File: config.mk
export PLATFORM = sky130hd
export DESIGN_NAME = factor_finder
export DESIGN_NICKNAME = d
export VERILOG_FILES = /design/src/rtl/factorizer_pkg.sv /design/src/rtl/residue_counter.sv /design/src/rtl/factor_finder.sv
export SDC_FILE = /design/constraint.sdc
export NUM_CORES = 1
export LEC_CHECK = 0
export ABC_AREA = 1
export CAP_MARGIN = 5
export CORE_UTILIZATION = 50
export DETAILED_ROUTE_END_ITERATION = 6
export HOLD_SLACK_MARGIN = 0.1
export PLACE_DENSITY = 0.85
export SETUP_SLACK_MARGIN = 0.3
export SYNTH_ARGS = -nofsm -noshare
export SYNTH_HDL_FRONTEND = slang
export SYNTH_SLANG_ARGS = --single-unit
File: constraint.sdc
create_clock -name clk -period 1.5 [get_ports clk]
set_input_delay 0.3 -clock clk [delete_from_list [all_inputs] [get_ports clk]]
set_output_delay 0.3 -clock clk [all_outputs]
set_load 0.02 [all_outputs]
File: src/rtl/factorizer_pkg.sv
// factorizer_pkg: shared state enum, factor bit indices (bit0 = divisor 2 ... bit7 = divisor 9) and scan limit
package factorizer_pkg;
  localparam int MAX_N = 127;
  localparam int F2 = 0;
  localparam int F3 = 1;
  localparam int F4 = 2;
  localparam int F5 = 3;
  localparam int F6 = 4;
  localparam int F7 = 5;
  localparam int F8 = 6;
  localparam int F9 = 7;
  typedef enum logic [1:0] {IDLE, SCAN, OFFER, DONE} state_t;
endpackage

File: src/rtl/residue_counter.sv
// residue_counter: candidate mod K tracker; ports clk, reset_n, load (to 1), inc (wrap at K-1), zero flag
module residue_counter #(
  parameter int K = 3
) (
  input  logic clk,
  input  logic reset_n,
  input  logic load,
  input  logic inc,
  output logic zero
);
  logic [3:0] r_res;
  always_ff @(posedge clk or negedge reset_n)
    if (!reset_n) r_res <= '0;
    else if (load) r_res <= 4'd1;
    else if (inc) r_res <= (r_res == 4'(K - 1)) ? 4'd0 : r_res + 4'd1;
  assign zero = r_res == 4'd0;
endmodule

File: src/rtl/factor_finder.sv
// factor_finder: streams every 1..127 whose divisors cover mask; ports start/mask in, busy, num_valid/num_ready/number handshake, done pulse, match_count
module factor_finder
  import factorizer_pkg::*;
(
  input  logic       clk,
  input  logic       reset_n,
  input  logic       start,
  input  logic [7:0] mask,
  output logic       busy,
  output logic       num_valid,
  input  logic       num_ready,
  output logic [6:0] number,
  output logic       done,
  output logic [7:0] match_count
);
  state_t r_state;
  logic [7:0] r_mask;
  logic [7:0] r_count;
  logic [6:0] r_c;
  logic [6:0] r_number;
  logic r_valid;
  logic [7:0] w_d;
  logic w_z3, w_z5, w_z7, w_z9, w_load, w_match, w_last, w_xfer, w_inc;
  assign w_load = r_state == IDLE && start;
  assign w_last = r_c == 7'(MAX_N);
  assign w_xfer = r_state == OFFER && num_ready;
  assign w_inc = (r_state == SCAN && !w_match && !w_last) || (w_xfer && !w_last);
  residue_counter #(.K(3)) u_r3 (.clk(clk), .reset_n(reset_n), .load(w_load), .inc(w_inc), .zero(w_z3));
  residue_counter #(.K(5)) u_r5 (.clk(clk), .reset_n(reset_n), .load(w_load), .inc(w_inc), .zero(w_z5));
  residue_counter #(.K(7)) u_r7 (.clk(clk), .reset_n(reset_n), .load(w_load), .inc(w_inc), .zero(w_z7));
  residue_counter #(.K(9)) u_r9 (.clk(clk), .reset_n(reset_n), .load(w_load), .inc(w_inc), .zero(w_z9));
  always_comb begin
    w_d = '0;
    w_d[F2] = !r_c[0];
    w_d[F3] = w_z3;
    w_d[F4] = r_c[1:0] == 2'd0;
    w_d[F5] = w_z5;
    w_d[F6] = !r_c[0] && w_z3;
    w_d[F7] = w_z7;
    w_d[F8] = r_c[2:0] == 3'd0;
    w_d[F9] = w_z9;
  end
  assign w_match = (w_d & r_mask) == r_mask;
  always_ff @(posedge clk or negedge reset_n)
    if (!reset_n) r_c <= '0;
    else if (w_load) r_c <= 7'd1;
    else if (w_inc) r_c <= r_c + 7'd1;
  always_ff @(posedge clk or negedge reset_n)
    if (!reset_n) begin
      r_state <= IDLE;
      r_mask <= '0;
      r_count <= '0;
      r_number <= '0;
      r_valid <= 1'b0;
    end else begin
      case (r_state)
        IDLE:
          if (start) begin
            r_state <= SCAN;
            r_mask <= mask;
            r_count <= '0;
          end
        SCAN:
          if (w_match) begin
            r_number <= r_c;
            r_valid <= 1'b1;
            r_state <= OFFER;
          end else if (w_last) r_state <= DONE;
        OFFER:
          if (num_ready) begin
            r_valid <= 1'b0;
            r_count <= r_count + 8'd1;
            r_state <= w_last ? DONE : SCAN;
          end
        default: r_state <= IDLE;
      endcase
    end
  assign busy = r_state != IDLE;
  assign done = r_state == DONE;
  assign num_valid = r_valid;
  assign number = r_number;
  assign match_count = r_count;
endmodule

==> results of run 1 <==
-- flip-flops by register name (all words and copies together), names as in the netlist --
| register | flops |
|---|---|
| r_mask | 8 |
| num_valid | 1 |
| number | 7 |
| u_r7.r_res | 4 |
| match_count | 8 |
| r_c | 7 |
| u_r9.r_res | 4 |
| u_r5.r_res | 4 |
| r_state | 2 |
| u_r3.r_res | 4 |
-- how the worst max path moves through the flow --
stage,startpoint,to
finish,r_c[1],r_c[6]
global route,r_c[1],r_c[5]
CTS,r_c[1],r_state[1]
detailed placement,start,u_r7.r_res[3]
global placement,start,u_r9.r_res[3]
floorplan,r_c[0],u_r5.r_res[0]
-- repair_timing --
action / CTS / global route
setup endpoints to repair: 66 / 61
hold buffers: 1 / 0
setup buffers: 16 / 9
gates cloned: 2 / 3
gates resized for setup: 126 / 63
pin swaps: 17 / 29
hold endpoints to repair: 13 / 0
-- metrics by stage --
step                      worst slack, ns  instances  hold slack (ns)  area [um^2]  TNS, ns
after detailed placement           -0.196        470            0.244         3350    -4.62
after floorplan                   -0.0432        340          0.00441         2720   -0.832
after CTS                          -0.172        497            0.445         3760    -4.26
after global routing               -0.636        511            0.519         4130   -15.90
final                              -0.616        512            0.479         4130   -11.16
after global placement             -0.149        470            0.241         3350    -3.24
-- cell type report --
| cell class | instances | area [um^2] | area share, % |
|---|---|---|---|
| Multi-Input combinational cell | 253 | 1630 | 39.5 |
| Sequential cell | 49 | 1230 | 29.8 |
| Timing Repair Buffer | 99 | 938 | 22.7 |
| Inverter | 30 | 114 | 2.76 |
| Tap cell | 70 | 87.6 | 2.12 |
| Clock buffer | 6 | 82.6 | 2.00 |
| Clock inverter | 2 | 37.5 | 0.909 |
| Antenna cell | 3 | 7.51 | 0.182 |
-- worst max-delay path: cells and delay by family, from the launching register on --
| family | cells | cell delay, ns |
|---|---|---|
| flip-flops | 1 | 0.44 |
| buffers and inverters | 3 | 0.40 |
| AO/OA/AOI/OAI | 1 | 0.41 |
| adder cells (fa/ha/maj) | 1 | 0.22 |
| AND/OR/NAND/NOR | 5 | 0.55 |
-- per-layer routing --
metal  vias to the layer above  GRT usage, %  wire [um]
li1                       1283             -          -
met3                       145          8.97       1680
met2                       365          57.3       5300
met4                         2          20.3       1220
met5                         -             0         23
met1                      1518          39.7       3970
-- layout by cell type, fill, tap and decap left out, types with 5 or more instances in the layout --
cell,netlist,layout
o21ai_0,15,12
inv_1,29,21
inv_2,0,8
buf_2,2,10
nand3_1,32,18
nor2_4,0,8
nand3_4,0,5
o21ai_2,0,5
nand3_2,3,12
nand2_2,2,13
nand2_4,3,11
ha_1,10,8
dfrtp_1,49,46
buf_6,2,18
buf_4,4,48
clkbuf_8,0,6
buf_8,0,5
nor2_1,31,24
a21oi_1,11,9
clkdlybuf4s50_1,0,10
nand2_1,112,92
-- report_power, final --
part / internal [mW] / switching (mW)
combinational: 2.49 / 3.64
sequential: 1.82 / 0.456
clock: 0.544 / 0.530
total: 4.86 / 4.62
-- cells by family after synthesis --
group | count (synthesis) | synth area share, %
AOI/OAI and AO/OA | 34 | 6.93
xor gates and xnor gates | 7 | 2.31
and+or+nand+nor | 199 | 32.8
buffers and inverters | 41 | 7.02
adders and majority gates | 10 | 4.71
DFF | 49 | 46.2
==> run metrics, run 1 <==
status complete, but fails checks; failing checks negative setup slack; final core occ 80.8%; maximum vdd drop 0.00124 V; first-pass GRT wire length 14000 um; die height 74.9 um; Slew Limit Fails 0; Max Cap Viol 0; Syn Inst Count 340; Layout area overhead 55.6%; CP arrival 2.34 ns; clock skew 0.0243 ns; RSZ-0062 raised after global routing yes; drt total wl 12200 um; Via density 6.47; Worst Reg-to-Reg Cells 10; RD Place Congestion 0.808; reg2reg setup slack -0.62 ns; largest net degree at the start of global routing 24; grt total ovfl 0; H-tree depth 2; # fillers 230; initial core utilization 52.0%; Yosys reg bits 49; Worst Path Max Fanout 3; final worst slack -0.616 ns; Pwr Density 2300 mW/mm^2; Rel. slew slack 64.0%; Synthesized Nets 362; required time worst endpoint 1.72 ns; ys flop type dfrtp_1; CTS Buf Count 5; Power, Total 9.48 mW; vias 3313; Core Footprint 0.00511 mm^2; initial antenna violation count 2; sequential fraction of the synthesis area 46.2%; nets 460; layout cells sized above 1 40.5%; Post-synth EDFFs 0; reg-to-reg startpoint r_c[1]; clock latency reported for the late side of the worst-skew pair 0.33 ns; Setup crit end kind register; Area contributors post-synth dfrtp_1 46%, nand2_1 16%, nand3_1 6.0%, ha_1 4.7%, nor2_1 4.4%; P_leak 2.07 nW; Max clock buf depth 2; Die Area 0.00560 mm^2; Synth area leader dfrtp_1; min-delay worst type primary input to async pin; RR Endpoint r_c[6]; DR DRC count 0; die width 74.9 um; first-pass detailed-route iteration total 5; top cell type's share of synthesized area 46.2%; vias in the first global route 2818; Slew @ Worst Pin 0.540 ns; FP Rows 26; ANT nets after route 0; Port Buffers 29; Fmax 473 MHz; wire per inst 23.8 um; Post-synth top cells 112 x nand2_1, 49 x dfrtp_1, 32 x nand3_1, 31 x nor2_1, 29 x inv_1; most numerous cell on the critical path buf_4; CP max stage delay 0.44 ns; Clock transition at path regs 0.12 ns; Synth Cell Area 0.00265 mm^2; TritonCTS clock tree done; drt first-iter violations 554; crit path kind register to register; Cell variety after synth 29; Ports 30; slowest stage cell, crit path dfrtp_1; count leader, synth nand2_1; CP cell instances ha_2, nand3_4, nor2_4, buf_4, buf_4, buf_4, a21oi_1, nor3_1, nand2_1, nand2_1; fraction of registers with async set/reset 100%; minimum clock period 2.12 ns; CP Launch Type register; synthesis warning total 0; hpwl dp 4680 um; gr usage total 34.3%; clk root buf clkbuf_8; final worst path period share 141%; Final Setup Violations 40; CTS Sinks 49; final count of hold timing violations 0; Avg Cell Area, Syn 7.81 um^2
Note: power is estimated with default switching activity, not from simulation.
==> run 2: changes to the inputs <==
--- a/config.mk
+++ b/config.mk
@@ -7,11 +7,12 @@
 export LEC_CHECK = 0
 export ABC_AREA = 1
 export CAP_MARGIN = 5
-export CORE_UTILIZATION = 50
+export CORE_UTILIZATION = 45
 export DETAILED_ROUTE_END_ITERATION = 6
 export HOLD_SLACK_MARGIN = 0.1
-export PLACE_DENSITY = 0.85
+export PLACE_DENSITY = 0.79
 export SETUP_SLACK_MARGIN = 0.3
 export SYNTH_ARGS = -nofsm -noshare
 export SYNTH_HDL_FRONTEND = slang
 export SYNTH_SLANG_ARGS = --single-unit
+export TNS_END_PERCENT = 20
==> run 2 against run 1 <==
  * The flow still finishes with violations (negative setup slack)
  * Routed wire length down 37%
  * Largest cell class unchanged
  * Global-route usage down 9.2 points
  * Combinational power down 5.4%
  * Sequential power down 5%
  * Via count down 21%
  * Register-to-register slack better by 0.35 ns
  * Cell area down 6.9%
  * Clock-buffer cell count up 1
  * Clock power down 24%
  * Critical endpoint is now r_c[5]
  * Flip-flop and latch count unchanged
  * Highest routed layer is now met4
  * Non-clock buffer count down 14
  * Worst hold slack better by 0.012 ns
==> run metrics, run 2 (synthesized netlist as in run 1, its figures left out) <==
grt total ovfl 0; RSZ-0062 raised after global routing yes; TritonCTS clock tree done; CTS Buf Count 5; WHS 0.491 ns; hpwl dp 4070 um; Ports 30; drt total wl 7710 um; Via density 5.27; drt first-iter violations 188; final worst slack -0.265 ns; clk root buf clkbuf_8; Rel. slew slack 77.3%; Port Buffers 29; Ant. Diodes 0; Max Cap Viol 0; Worst Path Max Fanout 5; Clock transition at path regs 0.09 ns; clock latency reported for the late side of the worst-skew pair 0.31 ns; maximum vdd drop 0.00108 V; first-pass detailed-route iteration total 4; Setup crit end kind register; commonest non-fill, non-tap cell in the layout nand2_1; gr usage total 25.0%; nets 446; crit path kind register to register; final instance area 0.00384 mm^2; P_leak 1.96 nW; H-tree depth 2; first-pass GRT wire length 11800 um; die width 78.8 um; initial core utilization 47.3%; initial antenna violation count 0; CP cell instances inv_2, ha_4, inv_2, nand2_2, nand2_2, nand2_2, nand2_2, nor2_4, nand2_2, nand2_4, buf_8, nand2_8, nand2_2, nand2_1; die height 78.8 um; CP delay by family, top simple AND/OR/NAND/NOR gates; FP Rows 27; CTS Sinks 49; CP max stage delay 0.42 ns; Layout area overhead 44.8%; layout cells sized above 1 34.7%; final count of hold timing violations 0; area post-placement 0.00332 mm^2; Slew Limit Fails 0; wire per inst 15.5 um; Die Area 0.00621 mm^2; final worst path period share 118%; CP Launch Type register; Max clock buf depth 2; status complete, but fails checks; required time worst endpoint 1.70 ns; Final Setup Violations 34; Pwr Density 2280 mW/mm^2; slowest stage cell, crit path dfrtp_1; dpl ws -0.220 ns; minimum clock period 1.77 ns; Slew @ Worst Pin 0.341 ns; min-delay worst type register to register; CP Buf/Inv Count 3; Core Footprint 0.00561 mm^2; most numerous cell on the critical path nand2_2; DR DRC count 0; commonest cells after routing, fill and taps aside 83 x nand2_1, 48 x dfrtp_1, 39 x buf_4; clock skew 0.00418 ns; RD Place Congestion 0.821; Fmax 566 MHz; largest net degree at the start of global routing 50; vias 2614; CP arrival 1.97 ns; failing checks negative setup slack; ANT nets after route 0; setup TNS -6.85 ns; vias in the first global route 2538
run 2: cell count changes in the layout (fill, tap and decap cells not counted), moves of 3 or more:
cell,change
nand3_1,+5
o21ai_2,-5
diode_2,-3
buf_12,+3
nand2_1,-9
nand2_2,+13
nand2_4,-5
nor2_1,+4
buf_6,-6
buf_4,-9
nand3_4,-3
buf_8,-4
o21ai_1,+3
nor2_4,-4
run 2: cell type report:
type / count / area (um^2)
clock buffers: 7 / 86.3
fillers: 391 / 1770
inverters: 30 / 114
multi-input cells: 253 / 1520
flip-flops and latches: 49 / 1230
well taps: 72 / 90.1
repair buffers: 85 / 801
run 2: worst register-to-register path: cells and delay by family (launching register included):
family	cells	cell delay, ns
buffers and inverters	3	0.28
DFF	1	0.42
adders and majority gates	1	0.14
and+or+nand+nor	10	0.83
run 2: metal layers:
metal  global-route usage (%)  part of all wire (%)  vias to the layer above  wire, um
met5                        0                     0                        -         0
met4                     13.5                   3.3                        0       258
met3                     4.37                   4.7                       22       359
met2                     43.7                    52                      104      3990
met1                     29.1                    40                     1240      3100
li1                         -                     -                     1248         -
run 2: timing repair:
action | 4_1_cts | 5_1_grt
hold buffers | 1 | 0
hold endpoints to repair | 49 | 0
setup endpoints to repair | 67 | 57
gates resized for setup | 114 | 42
gates cloned | 4 | 0
buffers inserted | 8 | 3
pin swaps | 13 | 20
run 2: path summary, 6_finish.rpt:
check                          start          to  slack (ns)  cells after the start
setup / recovery              r_c[0]      r_c[5]       -0.27                     14
hold / removal             r_mask[1]   r_mask[1]        0.49                      2
setup reg to reg              r_c[0]      r_c[5]       -0.27                     14
hold reg to reg            r_mask[1]   r_mask[1]        0.49                      2
max in group asynchronous    reset_n  r_state[0]        0.75                      3
min in group asynchronous    reset_n   number[0]        0.51                      3
run 2: through the flow:
stage | instances | utilization (%) | total power, mW
floorplan | 340 | - | 4.66
global placement | 473 | 59.3 | 5.90
detailed placement | 473 | 59.3 | 6.07
CTS | 493 | 65.5 | 8.00
global route | 496 | 68.5 | 9.33
finish | 496 | 68.5 | 8.77
run 2: power breakdown:
| group | total, mW | internal, mW | switching [mW] |
|---|---|---|---|
| logic | 5.80 | 2.60 | 3.20 |
| clock network | 0.810 | 0.367 | 0.443 |
| registers | 2.16 | 1.82 | 0.334 |
